$ cat config.mk
export PLATFORM = sky130hd
export DESIGN_NAME = axi_core_master_flat
export DESIGN_NICKNAME = d
export VERILOG_FILES = /design/src/rtl/axi_pkg.sv /design/src/rtl/axi_if.sv /design/src/rtl/axi_core_master.sv /design/src/flat_wrapper.sv
export SDC_FILE = /design/constraint.sdc
export NUM_CORES = 1
export LEC_CHECK = 0
export ABC_CLOCK_PERIOD_IN_PS = 2800
export BUFFER_PORTS_ARGS = -buffer_cell sky130_fd_sc_hd__buf_4
export CAP_MARGIN = 20
export CORE_AREA = 2 2 114 116
export CTS_CLUSTER_DIAMETER = 80
export CTS_CLUSTER_SIZE = 20
export DETAILED_ROUTE_END_ITERATION = 8
export DIE_AREA = 0 0 116 118
export PLACE_DENSITY_LB_ADDON = 0.15
export SYNTH_ARGS = -nofsm -noshare
export SYNTH_HDL_FRONTEND = slang
export SYNTH_SLANG_ARGS = --single-unit
$ cat constraint.sdc
create_clock -name clk -period 2.8 [get_ports clk]
set_clock_uncertainty 0.15 [all_clocks]
set_input_delay 0.42 -clock clk [delete_from_list [all_inputs] [get_ports clk]]
set_output_delay 0.42 -clock clk [all_outputs]
set_load 0.05 [all_outputs]
$ cat src/rtl/axi_pkg.sv
// Shared AXI4 definitions: burst types, response codes and transfer-size helper.
// Used by both the core master bridge and the AXI RAM slave.
package axi_pkg;

  typedef enum logic [1:0] {
    BurstFixed = 2'b00,
    BurstIncr  = 2'b01,
    BurstWrap  = 2'b10
  } axi_burst_e;

  typedef enum logic [1:0] {
    RespOkay   = 2'b00,
    RespExokay = 2'b01,
    RespSlverr = 2'b10,
    RespDecerr = 2'b11
  } axi_resp_e;

  // AxSIZE encoding for a beat of the given byte width.
  function automatic logic [2:0] axi_size(input int unsigned bytes);
    return 3'($clog2(bytes));
  endfunction

endpackage

$ cat src/rtl/axi_if.sv
// AXI4 channel bundle (AW, W, B, AR, R) with master and slave views.
interface axi_if #(
  parameter int unsigned ID_WIDTH   = 4,
  parameter int unsigned ADDR_WIDTH = 32,
  parameter int unsigned DATA_WIDTH = 32
);
  logic [ID_WIDTH-1:0]     awid;
  logic [ADDR_WIDTH-1:0]   awaddr;
  logic [7:0]              awlen;
  logic [2:0]              awsize;
  logic [1:0]              awburst;
  logic                    awvalid;
  logic                    awready;
  logic [DATA_WIDTH-1:0]   wdata;
  logic [DATA_WIDTH/8-1:0] wstrb;
  logic                    wlast;
  logic                    wvalid;
  logic                    wready;
  logic [ID_WIDTH-1:0]     bid;
  logic [1:0]              bresp;
  logic                    bvalid;
  logic                    bready;
  logic [ID_WIDTH-1:0]     arid;
  logic [ADDR_WIDTH-1:0]   araddr;
  logic [7:0]              arlen;
  logic [2:0]              arsize;
  logic [1:0]              arburst;
  logic                    arvalid;
  logic                    arready;
  logic [ID_WIDTH-1:0]     rid;
  logic [DATA_WIDTH-1:0]   rdata;
  logic [1:0]              rresp;
  logic                    rlast;
  logic                    rvalid;
  logic                    rready;

  modport m (
    output awid, awaddr, awlen, awsize, awburst, awvalid,
    output wdata, wstrb, wlast, wvalid,
    output bready,
    output arid, araddr, arlen, arsize, arburst, arvalid,
    output rready,
    input  awready, wready, bid, bresp, bvalid, arready, rid, rdata, rresp, rlast, rvalid
  );

  modport s (
    input  awid, awaddr, awlen, awsize, awburst, awvalid,
    input  wdata, wstrb, wlast, wvalid,
    input  bready,
    input  arid, araddr, arlen, arsize, arburst, arvalid,
    input  rready,
    output awready, wready, bid, bresp, bvalid, arready, rid, rdata, rresp, rlast, rvalid
  );
endinterface

$ cat src/rtl/axi_core_master.sv
// Single-outstanding core load/store port to AXI4 master bridge.
// Issues one single-beat INCR read or write at a time; all AXI/rsp outputs are registered.
module axi_core_master
  import axi_pkg::*;
#(
  parameter int unsigned ID_WIDTH   = 4,
  parameter int unsigned ADDR_WIDTH = 32,
  parameter int unsigned DATA_WIDTH = 32,
  parameter int unsigned MASTER_ID  = 0
) (
  input  logic                    clk,
  input  logic                    rst_n,
  input  logic                    req_valid,
  output logic                    req_ready,
  input  logic                    req_we,
  input  logic [ADDR_WIDTH-1:0]   req_addr,
  input  logic [DATA_WIDTH-1:0]   req_wdata,
  input  logic [DATA_WIDTH/8-1:0] req_wstrb,
  output logic                    rsp_valid,
  input  logic                    rsp_ready,
  output logic [DATA_WIDTH-1:0]   rsp_rdata,
  output logic                    rsp_err,
  axi_if.m                        axi_m
);

  localparam int unsigned           StrbW    = DATA_WIDTH / 8;
  localparam logic [2:0]            AxSize   = axi_size(StrbW);
  localparam logic [ADDR_WIDTH-1:0] AddrMask = ~ADDR_WIDTH'(StrbW - 1);

  typedef enum logic [2:0] {
    StIdle, StWrite, StWresp, StRaddr, StRdata, StRdrain, StResp
  } state_e;

  state_e                  state_q, state_d;
  logic [ADDR_WIDTH-1:0]   addr_q, addr_d;
  logic [DATA_WIDTH-1:0]   wdata_q, wdata_d;
  logic [StrbW-1:0]        wstrb_q, wstrb_d;
  logic                    aw_valid_q, aw_valid_d, w_valid_q, w_valid_d;
  logic                    aw_done_q, aw_done_d, w_done_q, w_done_d;
  logic                    ar_valid_q, ar_valid_d, b_ready_q, b_ready_d, r_ready_q, r_ready_d;
  logic                    rsp_valid_q, rsp_valid_d, rsp_err_q, rsp_err_d;
  logic [DATA_WIDTH-1:0]   rsp_rdata_q, rsp_rdata_d;

  always_comb begin
    state_d     = state_q;
    addr_d      = addr_q;
    wdata_d     = wdata_q;
    wstrb_d     = wstrb_q;
    aw_valid_d  = aw_valid_q;
    w_valid_d   = w_valid_q;
    aw_done_d   = aw_done_q;
    w_done_d    = w_done_q;
    ar_valid_d  = ar_valid_q;
    b_ready_d   = b_ready_q;
    r_ready_d   = r_ready_q;
    rsp_valid_d = rsp_valid_q;
    rsp_err_d   = rsp_err_q;
    rsp_rdata_d = rsp_rdata_q;

    unique case (state_q)
      StIdle: begin
        if (req_valid) begin
          addr_d  = req_addr & AddrMask;
          wdata_d = req_wdata;
          wstrb_d = req_wstrb;
          if (req_we) begin
            aw_valid_d = 1'b1;
            w_valid_d  = 1'b1;
            aw_done_d  = 1'b0;
            w_done_d   = 1'b0;
            state_d    = StWrite;
          end else begin
            ar_valid_d = 1'b1;
            state_d    = StRaddr;
          end
        end
      end
      StWrite: begin
        // AW and W complete independently, in either order or together.
        if (aw_valid_q && axi_m.awready) begin
          aw_valid_d = 1'b0;
          aw_done_d  = 1'b1;
        end
        if (w_valid_q && axi_m.wready) begin
          w_valid_d = 1'b0;
          w_done_d  = 1'b1;
        end
        if (aw_done_d && w_done_d) begin
          b_ready_d = 1'b1;
          state_d   = StWresp;
        end
      end
      StWresp: begin
        if (axi_m.bvalid) begin
          b_ready_d   = 1'b0;
          rsp_valid_d = 1'b1;
          rsp_err_d   = (axi_m.bresp != RespOkay);
          rsp_rdata_d = '0;
          state_d     = StResp;
        end
      end
      StRaddr: begin
        if (axi_m.arready) begin
          ar_valid_d = 1'b0;
          r_ready_d  = 1'b1;
          state_d    = StRdata;
        end
      end
      StRdata: begin
        // A multi-beat reply is a protocol error; keep the first beat, drain the rest.
        if (axi_m.rvalid) begin
          rsp_rdata_d = axi_m.rdata;
          rsp_err_d   = (axi_m.rresp != RespOkay) || !axi_m.rlast;
          if (axi_m.rlast) begin
            r_ready_d   = 1'b0;
            rsp_valid_d = 1'b1;
            state_d     = StResp;
          end else begin
            state_d = StRdrain;
          end
        end
      end
      StRdrain: begin
        if (axi_m.rvalid && axi_m.rlast) begin
          r_ready_d   = 1'b0;
          rsp_valid_d = 1'b1;
          state_d     = StResp;
        end
      end
      StResp: begin
        if (rsp_ready) begin
          rsp_valid_d = 1'b0;
          state_d     = StIdle;
        end
      end
      default: state_d = StIdle;
    endcase
  end

  always_ff @(posedge clk or negedge rst_n) begin
    if (!rst_n) begin
      state_q     <= StIdle;
      addr_q      <= '0;
      wdata_q     <= '0;
      wstrb_q     <= '0;
      aw_valid_q  <= 1'b0;
      w_valid_q   <= 1'b0;
      aw_done_q   <= 1'b0;
      w_done_q    <= 1'b0;
      ar_valid_q  <= 1'b0;
      b_ready_q   <= 1'b0;
      r_ready_q   <= 1'b0;
      rsp_valid_q <= 1'b0;
      rsp_err_q   <= 1'b0;
      rsp_rdata_q <= '0;
    end else begin
      state_q     <= state_d;
      addr_q      <= addr_d;
      wdata_q     <= wdata_d;
      wstrb_q     <= wstrb_d;
      aw_valid_q  <= aw_valid_d;
      w_valid_q   <= w_valid_d;
      aw_done_q   <= aw_done_d;
      w_done_q    <= w_done_d;
      ar_valid_q  <= ar_valid_d;
      b_ready_q   <= b_ready_d;
      r_ready_q   <= r_ready_d;
      rsp_valid_q <= rsp_valid_d;
      rsp_err_q   <= rsp_err_d;
      rsp_rdata_q <= rsp_rdata_d;
    end
  end

  assign req_ready = (state_q == StIdle);
  assign rsp_valid = rsp_valid_q;
  assign rsp_err   = rsp_err_q;
  assign rsp_rdata = rsp_rdata_q;

  assign axi_m.awid    = ID_WIDTH'(MASTER_ID);
  assign axi_m.awaddr  = addr_q;
  assign axi_m.awlen   = 8'd0;
  assign axi_m.awsize  = AxSize;
  assign axi_m.awburst = BurstIncr;
  assign axi_m.awvalid = aw_valid_q;
  assign axi_m.wdata   = wdata_q;
  assign axi_m.wstrb   = wstrb_q;
  assign axi_m.wlast   = 1'b1;
  assign axi_m.wvalid  = w_valid_q;
  assign axi_m.bready  = b_ready_q;
  assign axi_m.arid    = ID_WIDTH'(MASTER_ID);
  assign axi_m.araddr  = addr_q;
  assign axi_m.arlen   = 8'd0;
  assign axi_m.arsize  = AxSize;
  assign axi_m.arburst = BurstIncr;
  assign axi_m.arvalid = ar_valid_q;
  assign axi_m.rready  = r_ready_q;

  // Response IDs are irrelevant with a single transaction in flight.
  logic unused_ids;
  assign unused_ids = ^{axi_m.bid, axi_m.rid};

endmodule

$ cat src/flat_wrapper.sv
// flat-port wrapper written by rule: the top's interface ports become plain ports
module axi_core_master_flat import axi_pkg::*;
#(
  parameter int unsigned ID_WIDTH   = 4,
  parameter int unsigned ADDR_WIDTH = 32,
  parameter int unsigned DATA_WIDTH = 32,
  parameter int unsigned MASTER_ID  = 0
)
  (clk, rst_n, req_valid, req_ready, req_we, req_addr, req_wdata, req_wstrb, rsp_valid, rsp_ready, rsp_rdata, rsp_err, axi_m_awid, axi_m_awaddr, axi_m_awlen, axi_m_awsize, axi_m_awburst, axi_m_awvalid, axi_m_wdata, axi_m_wstrb, axi_m_wlast, axi_m_wvalid, axi_m_bready, axi_m_arid, axi_m_araddr, axi_m_arlen, axi_m_arsize, axi_m_arburst, axi_m_arvalid, axi_m_rready, axi_m_awready, axi_m_wready, axi_m_bid, axi_m_bresp, axi_m_bvalid, axi_m_arready, axi_m_rid, axi_m_rdata, axi_m_rresp, axi_m_rlast, axi_m_rvalid);
  axi_if #(.ID_WIDTH(ID_WIDTH), .ADDR_WIDTH(ADDR_WIDTH), .DATA_WIDTH(DATA_WIDTH)) axi_m_i ();
  input  logic clk;
  input  logic rst_n;
  input  logic req_valid;
  output logic req_ready;
  input  logic req_we;
  input  logic [ADDR_WIDTH-1:0] req_addr;
  input  logic [DATA_WIDTH-1:0] req_wdata;
  input  logic [DATA_WIDTH/8-1:0] req_wstrb;
  output logic rsp_valid;
  input  logic rsp_ready;
  output logic [DATA_WIDTH-1:0] rsp_rdata;
  output logic rsp_err;
  output wire logic [$bits(axi_m_i.awid)-1:0] axi_m_awid;
  output wire logic [$bits(axi_m_i.awaddr)-1:0] axi_m_awaddr;
  output wire logic [$bits(axi_m_i.awlen)-1:0] axi_m_awlen;
  output wire logic [$bits(axi_m_i.awsize)-1:0] axi_m_awsize;
  output wire logic [$bits(axi_m_i.awburst)-1:0] axi_m_awburst;
  output wire logic [$bits(axi_m_i.awvalid)-1:0] axi_m_awvalid;
  output wire logic [$bits(axi_m_i.wdata)-1:0] axi_m_wdata;
  output wire logic [$bits(axi_m_i.wstrb)-1:0] axi_m_wstrb;
  output wire logic [$bits(axi_m_i.wlast)-1:0] axi_m_wlast;
  output wire logic [$bits(axi_m_i.wvalid)-1:0] axi_m_wvalid;
  output wire logic [$bits(axi_m_i.bready)-1:0] axi_m_bready;
  output wire logic [$bits(axi_m_i.arid)-1:0] axi_m_arid;
  output wire logic [$bits(axi_m_i.araddr)-1:0] axi_m_araddr;
  output wire logic [$bits(axi_m_i.arlen)-1:0] axi_m_arlen;
  output wire logic [$bits(axi_m_i.arsize)-1:0] axi_m_arsize;
  output wire logic [$bits(axi_m_i.arburst)-1:0] axi_m_arburst;
  output wire logic [$bits(axi_m_i.arvalid)-1:0] axi_m_arvalid;
  output wire logic [$bits(axi_m_i.rready)-1:0] axi_m_rready;
  input wire logic [$bits(axi_m_i.awready)-1:0] axi_m_awready;
  input wire logic [$bits(axi_m_i.wready)-1:0] axi_m_wready;
  input wire logic [$bits(axi_m_i.bid)-1:0] axi_m_bid;
  input wire logic [$bits(axi_m_i.bresp)-1:0] axi_m_bresp;
  input wire logic [$bits(axi_m_i.bvalid)-1:0] axi_m_bvalid;
  input wire logic [$bits(axi_m_i.arready)-1:0] axi_m_arready;
  input wire logic [$bits(axi_m_i.rid)-1:0] axi_m_rid;
  input wire logic [$bits(axi_m_i.rdata)-1:0] axi_m_rdata;
  input wire logic [$bits(axi_m_i.rresp)-1:0] axi_m_rresp;
  input wire logic [$bits(axi_m_i.rlast)-1:0] axi_m_rlast;
  input wire logic [$bits(axi_m_i.rvalid)-1:0] axi_m_rvalid;
  assign axi_m_awid = axi_m_i.awid;
  assign axi_m_awaddr = axi_m_i.awaddr;
  assign axi_m_awlen = axi_m_i.awlen;
  assign axi_m_awsize = axi_m_i.awsize;
  assign axi_m_awburst = axi_m_i.awburst;
  assign axi_m_awvalid = axi_m_i.awvalid;
  assign axi_m_wdata = axi_m_i.wdata;
  assign axi_m_wstrb = axi_m_i.wstrb;
  assign axi_m_wlast = axi_m_i.wlast;
  assign axi_m_wvalid = axi_m_i.wvalid;
  assign axi_m_bready = axi_m_i.bready;
  assign axi_m_arid = axi_m_i.arid;
  assign axi_m_araddr = axi_m_i.araddr;
  assign axi_m_arlen = axi_m_i.arlen;
  assign axi_m_arsize = axi_m_i.arsize;
  assign axi_m_arburst = axi_m_i.arburst;
  assign axi_m_arvalid = axi_m_i.arvalid;
  assign axi_m_rready = axi_m_i.rready;
  assign axi_m_i.awready = axi_m_awready;
  assign axi_m_i.wready = axi_m_wready;
  assign axi_m_i.bid = axi_m_bid;
  assign axi_m_i.bresp = axi_m_bresp;
  assign axi_m_i.bvalid = axi_m_bvalid;
  assign axi_m_i.arready = axi_m_arready;
  assign axi_m_i.rid = axi_m_rid;
  assign axi_m_i.rdata = axi_m_rdata;
  assign axi_m_i.rresp = axi_m_rresp;
  assign axi_m_i.rlast = axi_m_rlast;
  assign axi_m_i.rvalid = axi_m_rvalid;
  axi_core_master #(.ID_WIDTH(ID_WIDTH), .ADDR_WIDTH(ADDR_WIDTH), .DATA_WIDTH(DATA_WIDTH), .MASTER_ID(MASTER_ID)) u_core (.clk(clk), .rst_n(rst_n), .req_valid(req_valid), .req_ready(req_ready), .req_we(req_we), .req_addr(req_addr), .req_wdata(req_wdata), .req_wstrb(req_wstrb), .rsp_valid(rsp_valid), .rsp_ready(rsp_ready), .rsp_rdata(rsp_rdata), .rsp_err(rsp_err), .axi_m(axi_m_i));
endmodule
==> run metrics, run 1 <==
status=completed; clock root buffer=clkbuf_16; Resized Gates After CTS=0; Post-Layout Inst Area=6812 um2; clock tree buffer depth=2; synthesized area per cell=13.27 um2; gr ovfl total=0; final layout net count=706; RSZ-0062 raised after global routing=false; final setup violation count=0; DR iter-0 viols=112; H-tree depth=3; CP max stage delay=0.63 ns; IO buf count=248; first-pass GRT wire length=17460 um; via count=3488; antenna-violating nets left=0; period utilization=0.7708; Fin Hold WS=0.1378 ns; minimum clock period=2.158 ns; FMAX=0.4634 GHz; post-synthesis sequential area ratio=0.5607; gp weighted congestion=0.7752; Worst path top cell family by delay=flip-flops; Post-DP Area=6533 um2; wire per inst=15.27 um; CP bufs+invs=1; post-CTS setup buffer count=0; critical path class=reg -> reg; final hold vios=0; most frequent cells in the layout=251 x buf_4, 110 x dfrtp_1, 58 x mux2_2; DP HPWL=8693 um; CTS sink cnt=110; I/O pin cnt=298; die area=13690 um2; synthesis warning total=0; CTS buffer count=9; row count=41; antenna diode count=0; register bit total from synthesis=110; Residual DRC=0; Syn Inst Count=370; Core Box Area=12410 um2; Netlist cell types=39; drt first pass iters=4; drt total wl=11600 um; Die X=116 um; share of layout cells above drive strength 1=0.5731; Max Cap Violations=0; Hold Buf Count CTS=1; Slew headroom=0.5474; Crit-path slowest cell=dfrtp_1; post-layout util=0.5487; Tightest Pin Transition=0.6789 ns; worst hold path type=in -> reg; largest net degree at the start of global routing=63; DIE HEIGHT=118 um; initial antenna violation count=0; synth-to-layout area growth=38.74%; Initial Util=0.3955; Global Route Usage Sum=0.1634; insertion delay to the later sink of the worst-skew pair=0.34 ns; CP cell instances=nor3_4, and2_4, buf_12, mux2_2; number of synthesized flops with an enable pin=0; most common cell after layout, fill and taps aside=buf_4; Clock transition at path regs=0.07 ns; CP Max Fanout=62; Critical Path RT=2.88 ns; Post-synth ARST share=1.000; routed via count divided by cell count=4.589; type of origin of the critical path=flop; main flop type after synthesis=dfrtp_1; setup TNS=0 ns; Max Transition Viols Final=0; vias in the first global route=3372; TritonCTS clock tree=yes; Post-Synthesis Cell Area=4910 um2; Setup crit end kind=flop; Worst EP arrival=2.24 ns
[sequential cells by signal, summed over array words and instances, names as in the netlist]
register / count
u_core.axi_m.awvalid: 1
u_core.w_done_q: 1
u_core.axi_m.wstrb: 4
u_core.axi_m.arvalid: 1
u_core.rsp_rdata: 32
u_core.axi_m.wdata: 32
u_core.axi_m.araddr: 30
u_core.rsp_err: 1
u_core.axi_m.bready: 1
u_core.aw_done_q: 1
u_core.axi_m.wvalid: 1
u_core.state_q: 3
u_core.rsp_valid: 1
u_core.axi_m.rready: 1
[worst paths after layout]
check | startpoint | endpoint | slack [ns] | cells after the start
max | u_core.state_q[0]$_DFFE_PN0P_ | u_core.axi_m.wdata[8]$_DFFE_PN0P_ | 0.64 | 4
max in group asynchronous | rst_n | u_core.axi_m.wstrb[3]$_DFFE_PN0P_ | 1.39 | 3
max reg2reg | u_core.state_q[0]$_DFFE_PN0P_ | u_core.axi_m.wdata[8]$_DFFE_PN0P_ | 0.64 | 4
min in group asynchronous | rst_n | u_core.w_done_q$_DFFE_PN0P_ | 0.40 | 2
min reg2reg | u_core.rsp_rdata[23]$_DFFE_PN0P_ | u_core.rsp_rdata[23]$_DFFE_PN0P_ | 0.36 | 1
min | axi_m_rdata[24] | u_core.rsp_rdata[24]$_DFFE_PN0P_ | 0.14 | 2
[worst register-to-register path: stages (launching register included)]
cell     delay (ns)
dfrtp_1        0.63
nor3_4         0.29
and2_4         0.24
buf_12         0.32
mux2_2         0.42
[through the flow]
step | instances | setup WS (ns)
global placement | 743 | 0.6456
finish | 760 | 0.6419
CTS | 760 | 0.6219
global route | 760 | 0.5126
floorplan | 407 | 0.6631
detailed placement | 743 | 0.6317
[cells by family (layout without fill, tap and decap cells)]
kind of cell	Yosys count	count (layout)	share of synthesized area
simple gates	30	30	0.03313
other cells	2	39	0.001530
flops	110	110	0.5607
mux	70	70	0.1662
compound gates	64	64	0.09939
buf+inv	94	275	0.1391
[cells in the mapped netlist (2+ instances only)]
| master | n | share of area |
|---|---|---|
| nor2_1 | 9 | 0.0069 |
| mux2i_1 | 2 | 0.0041 |
| dfrtp_1 | 110 | 0.56 |
| conb_1 | 2 | 0.0015 |
| buf_4 | 74 | 0.11 |
| nand2_1 | 8 | 0.0061 |
| mux2_2 | 58 | 0.13 |
| buf_2 | 2 | 0.0020 |
| mux2_4 | 8 | 0.024 |
| buf_6 | 3 | 0.0069 |
| nor2b_1 | 2 | 0.0025 |
| a22o_1 | 33 | 0.059 |
| o31ai_1 | 2 | 0.0031 |
| clkbuf_1 | 8 | 0.0061 |
| o21ai_0 | 11 | 0.011 |
| mux2_1 | 2 | 0.0046 |
| a21oi_1 | 6 | 0.0061 |
| nand3_1 | 3 | 0.0031 |
| a31oi_1 | 3 | 0.0038 |
| inv_1 | 5 | 0.0038 |
[layer usage]
| layer | wire length (um) | global-route usage | vias to the layer above |
|---|---|---|---|
| met2 | 5739 | 0.2686 | 160 |
| met5 | 0 | 0 | - |
| met4 | 168 | 0.06027 | 0 |
| met3 | 939 | 0.04068 | 14 |
| li1 | - | - | 1611 |
| met1 | 4755 | 0.2070 | 1703 |
[area by class of cell]
class	count	area, um2
clock inverters	3	18.77
well taps	172	215.2
repair buffers	254	1934
inverters	5	18.77
flip-flops and latches	110	2753
fillers	1111	5603
multi-input cells	203	1622
clock buffers	13	250.2
Power of run 1 is left out: the tool's default activity adds up to more than one toggle a clock period on the data nets, which glitch-free logic cannot reach.
==> run 2, diff against run 1 <==
--- a/config.mk
+++ b/config.mk
@@ -5,14 +5,14 @@
 export SDC_FILE = /design/constraint.sdc
 export NUM_CORES = 1
 export LEC_CHECK = 0
-export ABC_CLOCK_PERIOD_IN_PS = 2800
+export ABC_CLOCK_PERIOD_IN_PS = 2200
 export BUFFER_PORTS_ARGS = -buffer_cell sky130_fd_sc_hd__buf_4
 export CAP_MARGIN = 20
-export CORE_AREA = 2 2 114 116
+export CORE_AREA = 2 2 117 119
 export CTS_CLUSTER_DIAMETER = 80
 export CTS_CLUSTER_SIZE = 20
 export DETAILED_ROUTE_END_ITERATION = 8
-export DIE_AREA = 0 0 116 118
+export DIE_AREA = 0 0 119 121
 export PLACE_DENSITY_LB_ADDON = 0.15
 export SYNTH_ARGS = -nofsm -noshare
 export SYNTH_HDL_FRONTEND = slang
==> constraint.sdc (replaced) <==
create_clock -name clk -period 2.2 [get_ports clk]
set_clock_uncertainty 0.15 [all_clocks]
set_input_delay 0.33 -clock clk [delete_from_list [all_inputs] [get_ports clk]]
set_output_delay 0.33 -clock clk [all_outputs]
set_load 0.05 [all_outputs]
==> run 2 against run 1 <==
Global-route usage down 1.1 points. Final cell count is 0.92% higher. Non-clock buffer count up 4. Critical path type unchanged. Hold slack worse by 0.095 ns. First-iteration DRC count increased by 33%. Critical path depth did not move. Highest routed layer unchanged.
==> run metrics, run 2 (same netlist as run 1, synthesis figures left out) <==
H-tree depth=3 (unchanged); clock root buffer=clkbuf_16; drt first pass iters=4 (unchanged); via count=3461 (-0.77%); minimum clock period=1.943 ns (-0.2153 ns); DP HPWL=8369 um (-3.7%); I/O pin cnt=298 (unchanged); Global Route Usage Sum=0.1527 (-0.01069); CTS buffer count=9 (unchanged); antenna-violating nets left=0 (unchanged); vias in the first global route=3328 (-1.3%); FMAX=0.5147 GHz (+11%); setup TNS=0 ns (unchanged); worst reg2reg setup slack=0.26 ns (-0.38 ns); antenna diode count=0 (unchanged); most common cell after layout, fill and taps aside=buf_4; DR iter-0 viols=149 (+33%); Hold EP=u_core.rsp_rdata[27]$_DFFE_PN0P_; Residual DRC=0 (unchanged); Die X=119 um (+2.6%); final layout net count=710 (+0.57%); routed via count divided by cell count=4.512 (-1.7%); Worst EP arrival=2.03 ns (-0.21 ns); met3 usage=0.04088 (+0.0002037); insertion delay to the later sink of the worst-skew pair=0.35 ns (about the same); busiest metal layer after global routing=met2; largest net degree at the start of global routing=111 (+76%); clock tree buffer depth=2 (unchanged); final setup violation count=0 (unchanged); initial antenna violation count=0 (unchanged); period utilization=0.8831 (+0.1124); synth-to-layout area growth=40.65%; Max Cap Violations=0 (unchanged); Setup crit end kind=flop; gr ovfl total=0 (unchanged); IO buf count=248 (unchanged); DIE HEIGHT=121 um (+2.5%); gp weighted congestion=0.7924 (+2.2%); Worst Hold Depth=2 (unchanged); HP Start=axi_m_rdata[27]; grt met2 use=0.2593 (-0.009301); first-pass GRT wire length=17170 um (-1.7%); RR Endpoint=u_core.state_q[1]$_DFFE_PN0P_; most frequent cells in the layout=252 x buf_4, 110 x dfrtp_1, 58 x mux2_2; row count=42 (+2.4%); drt total wl=11320 um (-2.4%); die area=14400 um2 (+5.2%); type of origin of the critical path=flop; worst hold path type=in -> reg; share of layout cells above drive strength 1=0.5787 (+0.005551); met1 global-route usage=0.1818 (-0.02522); post-CTS setup buffer count=0 (unchanged); wire per inst=14.76 um (-3.3%); critical path class=reg -> reg; Tightest Pin Transition=0.5842 ns (-0.09472 ns); R2R Path Start=u_core.state_q[1]$_DFFE_PN0P_; status=completed; Core Box Area=13090 um2 (+5.4%); CTS sink cnt=110 (unchanged); CP max stage delay=0.66 ns (+0.03 ns); Initial Util=0.3752 (-0.02027); RSZ-0062 raised after global routing=false; CP Max Fanout=15 (-76%); final hold vios=0 (unchanged); Crit-path slowest cell=dfrtp_1; Max Transition Viols Final=0 (unchanged); Worst Reg-to-Reg Cells=4 (unchanged); Critical Path RT=2.29 ns (-0.59 ns); Clock transition at path regs=0.07 ns (about the same); Slew headroom=0.6105 (+0.06315); TritonCTS clock tree=yes; CP cell instances=mux2_2, a2111oi_0, a31oi_1, o221a_2
run 2: area by class of cell:
class                   count  area (um2)
well taps                 176       220.2
multi-input cells         203        1622
repair buffers            258        2002
fillers                  1153        6180
clock buffers              11       242.7
flip-flops and latches    110        2753
clock inverters             4       47.55
inverters                   5       18.77
run 2: worst max path at each step:
stage	from	endpoint	slack (ns)
after floorplan	u_core.state_q[1]$_DFFE_PN0P_	u_core.axi_m.araddr[16]$_DFFE_PN0P_	0.06
after global placement	u_core.state_q[2]$_DFFE_PN0P_	u_core.rsp_err$_DFFE_PN0P_	0.27
after detailed placement	u_core.state_q[2]$_DFFE_PN0P_	u_core.rsp_err$_DFFE_PN0P_	0.27
after CTS	u_core.state_q[2]$_DFFE_PN0P_	u_core.rsp_err$_DFFE_PN0P_	0.26
after global routing	u_core.state_q[1]$_DFFE_PN0P_	u_core.axi_m.araddr[18]$_DFFE_PN0P_	0.15
final	u_core.state_q[1]$_DFFE_PN0P_	u_core.state_q[1]$_DFFE_PN0P_	0.26
run 2: worst max-delay path: cells and delay by family, from the launching register on:
family / cells / cell delay [ns]
AOI/OAI and AO/OA: 3 / 0.61
DFF: 1 / 0.66
muxes: 1 / 0.41
run 2: metrics by stage:
stage	worst slack (ns)	instance area, um2	instances	utilization	hold WS (ns)
finish	0.2571	6905	767	0.5277	0.04296
global route	0.1500	6905	767	0.5277	0.02920
CTS	0.2560	6905	767	0.5277	0.02548
detailed placement	0.2744	6605	751	0.5048	0.3120
global placement	0.2718	6605	751	0.5048	0.3088
floorplan	0.06307	5049	407	-	-0.1156
run 2: layer usage:
metal / vias to the layer above / part of all wire
li1: 1624 / -
met1: 1661 / 0.40
met2: 162 / 0.50
met3: 14 / 0.075
met4: 0 / 0.020
met5: - / 0
run 2: what timing repair did:
action / in CTS / in global routing
hold buffers: 1 / 0
setup endpoints to repair: 0 / 0
hold endpoints to repair: 110 / 0
gates resized for setup: 0 / 0
Power of run 2 is left out for the same reason.
